$ cat src/rtl/serial_adder_arbiter.sv
// Round-robin front end sharing one bit-serial full-adder cell
// between NREQ requesters; results leave on a valid/ready port.
module serial_adder_arbiter #(
    parameter int WIDTH = 32,
    parameter int NREQ  = 2
) (
    input  logic                      CLK,
    input  logic                      RST,
    input  logic [NREQ-1:0]           req_valid,
    output logic [NREQ-1:0]           req_ready,
    input  logic [NREQ*WIDTH-1:0]     req_a,
    input  logic [NREQ*WIDTH-1:0]     req_b,
    output logic                      rsp_valid,
    input  logic                      rsp_ready,
    output logic [$clog2(NREQ)-1:0]   rsp_id,
    output logic [WIDTH-1:0]          rsp_sum,
    output logic                      rsp_carry,
    output logic                      busy
);

    localparam int IDW = $clog2(NREQ);
    localparam int CW  = $clog2(WIDTH);

    typedef enum logic [1:0] {
        IDLE,
        RUN,
        DONE
    } state_t;

    state_t state;
    state_t state_n;

    logic [IDW-1:0]   last_grant;
    logic [IDW-1:0]   gnt_idx;
    logic             gnt_found;
    logic [IDW:0]     cand;
    logic [IDW-1:0]   id_q;
    logic [WIDTH-1:0] op_a;
    logic [WIDTH-1:0] op_b;
    logic [WIDTH-1:0] a_q;
    logic [WIDTH-1:0] b_q;
    logic [WIDTH-1:0] sum_q;
    logic [WIDTH-1:0] sum_next;
    logic             c_q;
    logic [CW-1:0]    cnt_q;
    logic             accept;
    logic             last_step;
    logic             s_bit;
    logic             c_next;

    // cand spans two laps of the ring, so one subtract wraps it back
    always_comb begin
        gnt_found = 1'b0;
        gnt_idx   = '0;
        cand      = '0;
        for (int k = 0; k < NREQ; k++) begin
            cand = {1'b0, last_grant} + (IDW+1)'(k + 1);
            if (cand >= (IDW+1)'(NREQ)) begin
                cand = cand - (IDW+1)'(NREQ);
            end
            if (!gnt_found && req_valid[cand[IDW-1:0]]) begin
                gnt_found = 1'b1;
                gnt_idx   = cand[IDW-1:0];
            end
        end
    end

    always_comb begin
        op_a = '0;
        op_b = '0;
        for (int i = 0; i < NREQ; i++) begin
            if (gnt_idx == IDW'(i)) begin
                op_a = req_a[i*WIDTH +: WIDTH];
                op_b = req_b[i*WIDTH +: WIDTH];
            end
        end
    end

    always_comb begin
        req_ready = '0;
        if (state == IDLE && !RST && gnt_found) begin
            req_ready = NREQ'(1) << gnt_idx;
        end
    end

    assign accept    = |req_ready;
    assign last_step = (state == RUN) && (cnt_q == CW'(WIDTH - 1));
    assign s_bit     = a_q[0] ^ b_q[0] ^ c_q;
    assign c_next    = (a_q[0] & b_q[0]) | (c_q & (a_q[0] ^ b_q[0]));
    assign sum_next  = {s_bit, sum_q[WIDTH-1:1]};

    always_ff @(posedge CLK) begin
        if (RST) begin
            state <= IDLE;
        end else begin
            state <= state_n;
        end
    end

    always_comb begin
        state_n = state;
        unique case (state)
            IDLE: if (accept) state_n = RUN;
            RUN:  if (last_step) state_n = DONE;
            DONE: if (rsp_ready) state_n = IDLE;
            default: state_n = IDLE;
        endcase
    end

    // sum shifts in at the MSB so bit k lands at position k after WIDTH steps
    always_ff @(posedge CLK) begin
        if (RST) begin
            last_grant <= IDW'(NREQ - 1);
            id_q       <= '0;
            a_q        <= '0;
            b_q        <= '0;
            sum_q      <= '0;
            c_q        <= 1'b0;
            cnt_q      <= '0;
            rsp_sum    <= '0;
            rsp_carry  <= 1'b0;
            rsp_id     <= '0;
        end else if (accept) begin
            a_q        <= op_a;
            b_q        <= op_b;
            id_q       <= gnt_idx;
            c_q        <= 1'b0;
            cnt_q      <= '0;
            last_grant <= gnt_idx;
        end else if (state == RUN) begin
            a_q   <= a_q >> 1;
            b_q   <= b_q >> 1;
            sum_q <= sum_next;
            c_q   <= c_next;
            cnt_q <= cnt_q + 1'b1;
            if (last_step) begin
                rsp_sum   <= sum_next;
                rsp_carry <= c_next;
                rsp_id    <= id_q;
            end
        end
    end

    assign rsp_valid = (state == DONE);
    assign busy      = (state != IDLE);

endmodule

$ cat config.mk
export PLATFORM = sky130hd
export DESIGN_NAME = serial_adder_arbiter
export DESIGN_NICKNAME = d
export VERILOG_FILES = /design/src/rtl/serial_adder_arbiter.sv
export SDC_FILE = /design/constraint.sdc
export NUM_CORES = 1
export LEC_CHECK = 0
export BUFFER_PORTS_ARGS = -buffer_cell sky130_fd_sc_hd__buf_4
export CELL_PAD_IN_SITES_DETAIL_PLACEMENT = 0
export CELL_PAD_IN_SITES_GLOBAL_PLACEMENT = 1
export CORE_ASPECT_RATIO = 1.1
export CORE_MARGIN = 2
export CORE_UTILIZATION = 42
export DETAILED_ROUTE_END_ITERATION = 6
export PLACE_DENSITY_LB_ADDON = 0.1
export SYNTH_ARGS = -nofsm -noshare
export SYNTH_HDL_FRONTEND = slang
export SYNTH_SLANG_ARGS = --single-unit
$ cat constraint.sdc
create_clock -name CLK -period 4.4 [get_ports CLK]
set_clock_uncertainty 0.15 [all_clocks]
set_input_delay 0.88 -clock CLK [delete_from_list [all_inputs] [get_ports CLK]]
set_output_delay 0.88 -clock CLK [all_outputs]
set_load 0.05 [all_outputs]
==> metrics.md, run 1 <==
| Metric | Value |
|---|---|
| Run status | completed |
| Reg2reg setup slack | 1700 ps |
| Gr usage total | 0.216 |
| Routed Antenna Nets | 0 |
| Power share of the clock group | 0.428 |
| GR Layer Usage met2 | 0.355 |
| Clk buf depth | 2 |
| Post-Syn Nets | 903 |
| GR Overflow Total | 0 |
| Cell variety after synth | 32 |
| Buf/Inv on CP | 1 |
| Number of CTS-inserted buffers | 17 |
| Gpl congestion | 0.776 |
| CP arrival | 2000 ps |
| Worst-path fanout max | 31 |
| Final Power | 3.12 mW |
| Share of layout cells above drive strength 1 | 0.332 |
| Final hold slack | 303 ps |
| Via count | 5891 |
| FILL cells | 1512 |
| Number of setup buffers added after CTS | 0 |
| Logic pwr share | 0.138 |
| Detail Placement HPWL | 11500 um |
| Worst path required time | 3370 ps |
| Min cycle time layout | 3030 ps |
| Most used routing layer in global routing | met2 |
| Die W | 124 um |
| Worst Hold Path Cells | 2 |
| 1st-pass router iterations | 4 |
| Final slew viol count | 0 |
| Clock transition at path regs | 60 ps |
| Area growth, synth to finish | 27.0% |
| Switch share | 0.250 |
| Post-synthesis sequential area ratio | 0.420 |
| Initial drt markers | 367 |
| DP Area | 7860 um2 |
| R2r endpoint | a_q[4]$_SDFFE_PP0P_ |
| Core area | 15600 um2 |
| CP max stage delay | 500 ps |
| Hold Crit Endpoint | rsp_sum[23]$_SDFFE_PP0P_ |
| Internal Pwr Total | 2.34 mW |
| Die H | 136 um |
| Most frequent cells in the layout | 201 x nand2_1, 180 x buf_4, 137 x dfxtp_1, 71 x nor2_1, 69 x a21oi_1 |
| P per Cell Area | 371 nW/um2 |
| Port bufs | 170 |
| Final Cell Area | 8410 um2 |
| CP endpoint kind | primary output |
| DRT Wirelength | 18000 um |
| Initial antenna violation count | 0 |
| CTS tree | yes |
| Mapped Cells | 767 |
| H-tree levels | 4 |
| Number of vias per cell | 5.32 |
| Switch Pwr | 0.780 mW |
| Largest net degree at the start of global routing | 71 |
| Nets | 1032 |
| Reg2reg start | state[0]$_SDFFE_PP0P_ |
| FF+latch count, synth | 139 |
| Commonest non-fill, non-tap cell in the layout | nand2_1 |
| Period utilisation layout | 0.689 |
| Setup TNS | 0 ps |
| Clk root buf | clkbuf_16 |
| N_diodes | 0 |
| RSZ-0062 raised after global routing | false |
| # clock sinks | 139 |
| Worst r2r path cells | 5 |
| First-pass GRT wire length | 28500 um |
| Worst skew pair latency | 420 ps |
| FP Rows | 48 |
| Util after Layout | 0.541 |
| Vias in the first global route | 5653 |
| DRC violations left | 0 |
| Setup violations, final | 0 |
| Max cap viols | 0 |
| Met3 usage | 0.0509 |
| CP startpoint kind | flop |
| Netlist Area Pre-Place | 6620 um2 |
| Hold Startpoint | rsp_sum[23]$_SDFFE_PP0P_ |
| Syn avg cell area | 8.63 um2 |
| Num ports | 171 |
| GR met1 Demand/Resource | 0.273 |
| Worst Max-Slew Pin Slew | 1190 ps |
| CP Class | reg2out |
| Worst min path class | reg2reg |
| Fin. Hold Viols | 0 |
| Slowest CP cell | and3_4 |
| Max Fclk | 330 MHz |
| VDD IR max | 259 uV |
| Critical path, cell by cell | nor3_2, and3_4, buf_4 |
| Initial Utilization | 0.426 |
| Rel. slew slack | 0.203 |
| Static Leak | 3.22 nW |
| Post-DR wirelength/cell | 16.2 um |
| Die area | 16800 um2 |
| Yosys warning count | 0 |
| Delay-heaviest family, CP | simple AND/OR/NAND/NOR gates |
| Post-CTS Resized | 0 |
| Sequential power share | 0.434 |
| # hold bufs at CTS | 0 |
-- power groups by stage --
| stage | sequential [mW] | combinational (mW) | clock (mW) |
|---|---|---|---|
| floorplan | 1.37 | 0.294 | 0 |
| global placement | 1.38 | 0.424 | 0 |
| detailed placement | 1.38 | 0.433 | 0 |
| CTS | 1.35 | 0.435 | 1.36 |
| global route | 1.36 | 0.469 | 1.42 |
| finish | 1.35 | 0.430 | 1.34 |
-- per-layer routing --
layer  wire [um]  vias up
met5           0        -
met4         402        0
met3        1090       22
met2        8820      139
met1        7660     2815
li1            -     2915
-- state kept, by name, summed over array words and instances, names as in the netlist --
name / flops
a_q: 32
id_q: 1
cnt_q: 5
c_q: 1
rsp_id: 1
state: 2
b_q: 32
rsp_carry: 1
sum_q: 31
last_grant: 1
rsp_sum: 32
-- layout make-up --
class / count / area [um2] / area share
Clock buffer: 19 / 453 / 0.0539
Timing Repair Buffer: 180 / 1350 / 0.161
Multi-Input combinational cell: 556 / 3460 / 0.412
Sequential cell: 139 / 2790 / 0.331
Tap cell: 200 / 250 / 0.0298
Clock inverter: 11 / 98.8 / 0.0118
Inverter: 2 / 7.51 / 0.000893
-- synth_stat cells (all sizes together) --
library cell  count  area [um2]
fa                1        20.0
nor2b             2        12.5
xor2              2        17.5
a221oi           64         811
a21o              1        7.51
buf              45         285
or2               2        12.5
nor2             72         278
clkbuf           25        93.8
and2              1        6.26
ha                2        25.0
nand2b           65         407
a21oi            69         345
a211oi           63         673
o21bai            1        7.51
nand4             1        6.26
xnor2             1        8.76
nor3              4        30.0
and3              3        23.8
dfxtp           139        2780
inv               2        7.51
nand2           202         761
-- tightest hold or removal path, cell delays in order (launching register included) --
cell and delay, ps:
dfxtp_1 310, nand2_1 50, a21oi_1 50
-- worst max-delay path by stage --
stage,depth (start not counted),from,slack (ps),to
2_1_floorplan,4,RST,1710,req_ready[0]
3_3_place_gp,6,RST,1260,a_q[14]$_SDFFE_PP0P_
3_5_place_dp,6,RST,1210,a_q[4]$_SDFFE_PP0P_
4_1_cts,3,state[1]$_SDFFE_PP0P_,1320,req_ready[0]
5_1_grt,3,state[1]$_SDFFE_PP0P_,1300,req_ready[0]
6_report,3,state[1]$_SDFFE_PP0P_,1370,req_ready[0]
-- per-stage QoR --
step	std cells	setup slack [ps]
6_report	1107	1370
5_1_grt	1107	1300
4_1_cts	1107	1320
3_5_place_dp	1077	1210
3_3_place_gp	1077	1260
2_1_floorplan	767	1710
-- kinds of logic (layout without fill, tap and decap cells) --
group / Yosys count / in the layout / synth area share
AOI/OAI and AO/OA: 198 / 198 / 0.279
xor gates and xnor gates: 3 / 3 / 0.00397
adders and majority gates: 3 / 3 / 0.00680
buffers and inverters: 72 / 212 / 0.0584
DFF: 139 / 139 / 0.420
and+or+nand+nor: 352 / 352 / 0.232
No activity file was read; power rests on OpenSTA's default activity.
==> inputs of run 2 (changes only) <==
--- a/config.mk
+++ b/config.mk
@@ -10,7 +10,7 @@
 export CELL_PAD_IN_SITES_GLOBAL_PLACEMENT = 1
 export CORE_ASPECT_RATIO = 1.1
 export CORE_MARGIN = 2
-export CORE_UTILIZATION = 42
+export CORE_UTILIZATION = 39
 export DETAILED_ROUTE_END_ITERATION = 6
 export PLACE_DENSITY_LB_ADDON = 0.1
 export SYNTH_ARGS = -nofsm -noshare
==> constraint.sdc (replaced) <==
create_clock -name CLK -period 3.05 [get_ports CLK]
set_clock_uncertainty 0.15 [all_clocks]
set_input_delay 0.61 -clock CLK [delete_from_list [all_inputs] [get_ports CLK]]
set_output_delay 0.61 -clock CLK [all_outputs]
set_load 0.05 [all_outputs]
==> run 2 against run 1 <==
Total power rose by 51%; via count rose by 0.95%; critical path type unchanged; wire length rose by 1.5%; clock-buffer cell count fell by 2; critical endpoint is now busy; highest routed layer unchanged; final cell count rose by 1.2%; critical path depth rose by 1; design area rose by 1.9%; sequential cell count did not move.
==> metrics.md, run 2 (synthesized netlist as in run 1, its figures left out) <==
| Metric | Value |
|---|---|
| Run status | completed |
| Slowest CP cell | dfxtp_2 |
| Clk buf depth | 2 |
| GR met1 Demand/Resource | 0.254 |
| Worst Max-Slew Pin Slew | 751 ps |
| Fin. Hold Viols | 0 |
| Rel. slew slack | 0.499 |
| VDD IR max | 391 uV |
| Worst skew pair latency | 420 ps |
| # clock sinks | 139 |
| First-pass GRT wire length | 29600 um |
| Final slew viol count | 0 |
| Setup violations, final | 0 |
| DRT Wirelength | 18200 um |
| Worst path required time | 2290 ps |
| DRC violations left | 0 |
| Buf/Inv on CP | 3 |
| Post-CTS Resized | 0 |
| GR Overflow Total | 0 |
| Die W | 128 um |
| FP Rows | 49 |
| CP endpoint kind | primary output |
| Delay-heaviest family, CP | buffers and inverters |
| RSZ-0062 raised after global routing | false |
| Static Leak | 3.29 nW |
| CP Class | reg2out |
| Share of layout cells above drive strength 1 | 0.338 |
| Max cap viols | 0 |
| Hold Startpoint | req_a[35] |
| CP max stage delay | 590 ps |
| H-tree levels | 4 |
| Num ports | 171 |
| Critical Path Start | state[0]$_SDFFE_PP0P_ |
| Worst-path fanout max | 29 |
| N_diodes | 0 |
| Met3 usage | 0.0467 |
| Number of vias per cell | 5.31 |
| Number of CTS-inserted buffers | 17 |
| Port bufs | 170 |
| Most frequent cells in the layout | 201 x nand2_1, 183 x buf_4, 137 x dfxtp_1, 71 x nor2_1, 69 x a21oi_1 |
| Initial drt markers | 353 |
| Number of setup buffers added after CTS | 0 |
| Core area | 16500 um2 |
| DP Worst Slack | 724 ps |
| Gr usage total | 0.204 |
| Gpl congestion | 0.808 |
| Min cycle time layout | 2540 ps |
| Clock transition at path regs | 70 ps |
| Routed Antenna Nets | 0 |
| GR Layer Usage met2 | 0.349 |
| Period utilisation layout | 0.834 |
| 1st-pass router iterations | 7 |
| Worst min path class | in2reg |
| Die H | 141 um |
| Reg2reg start | state[0]$_SDFFE_PP0P_ |
| Area growth, synth to finish | 29.4% |
| Vias in the first global route | 5880 |
| Initial antenna violation count | 0 |
| Most used routing layer in global routing | met2 |
| Die area | 18000 um2 |
| Detail Placement HPWL | 11800 um |
| Setup TNS | 0 ps |
| # hold bufs at CTS | 0 |
| Final WS setup | 506 ps |
| CP startpoint kind | flop |
| Largest net degree at the start of global routing | 133 |
| Most used cell, CP | buf_4 |
| Critical path, cell by cell | buf_4, nor2_1, inv_1, buf_4 |
| CTS tree | yes |
| P per Cell Area | 549 nW/um2 |
| Initial Utilization | 0.401 |
| Post-DR wirelength/cell | 16.3 um |
| Max Fclk | 393 MHz |
| Commonest non-fill, non-tap cell in the layout | nand2_1 |
| Biggest regs | a_q x32, b_q x32, rsp_sum x32 |
| Via count | 5947 |
| CP arrival | 1780 ps |
| Clk root buf | clkbuf_16 |
| Nets | 1039 |
[run 2: cell types whose count changed in the layout (fill, tap and decap cells not counted), sizes merged]
cell	previous run	this run
clkinv	7	4
buf	180	187
clkinvlp	3	1
clkbuf	19	17
bufinv	1	2
inv	2	10
[run 2: worst paths after layout]
kind	endpoint	slack, ps	cells past startpoint
worst min register to register	rsp_id$_SDFFE_PP0P_	300	2
worst max register to register	b_q[1]$_SDFFE_PP0P_	860	5
worst min-delay path	a_q[3]$_SDFFE_PP0P_	290	3
worst max-delay path	busy	510	4
[run 2: layer usage]
| layer | routed length, um | vias up | part of all wire |
|---|---|---|---|
| met2 | 9090 | 144 | 0.50 |
| met5 | 0 | - | 0 |
| li1 | - | 2936 | - |
| met4 | 239 | 0 | 0.013 |
| met1 | 7980 | 2849 | 0.44 |
| met3 | 942 | 18 | 0.052 |
[run 2: final cells by class]
| type | count | area [um2] |
|---|---|---|
| inverters | 2 | 7.51 |
| clock buffers | 17 | 425 |
| clock inverters | 15 | 180 |
| multi-input cells | 556 | 3460 |
| fillers | 1552 | 7930 |
| repair buffers | 187 | 1450 |
| well taps | 204 | 255 |
| flip-flops and latches | 139 | 2790 |
[run 2: report_power, final]
group / internal [mW] / leakage [nW] / switching (mW)
clock network: 1.24 / 0.295 / 0.883
registers: 1.91 / 1.14 / 0.0489
logic: 0.324 / 1.86 / 0.302
total: 3.47 / 3.29 / 1.23
[run 2: worst min-delay path: stages]
cell,delay [ps]
buf_4,110
nand2_1,40
a211oi_1,50
[run 2: metrics by stage]
step	cell area, um2	power (mW)	hold WS, ps	instances	util
6_report	8570	4.70	289	1120	0.519
2_1_floorplan	6620	2.40	282	767	-
4_1_cts	8570	4.77	271	1120	0.519
3_5_place_dp	7960	2.63	298	1088	0.483
3_3_place_gp	7960	2.61	294	1088	0.483
5_1_grt	8570	4.92	284	1120	0.519
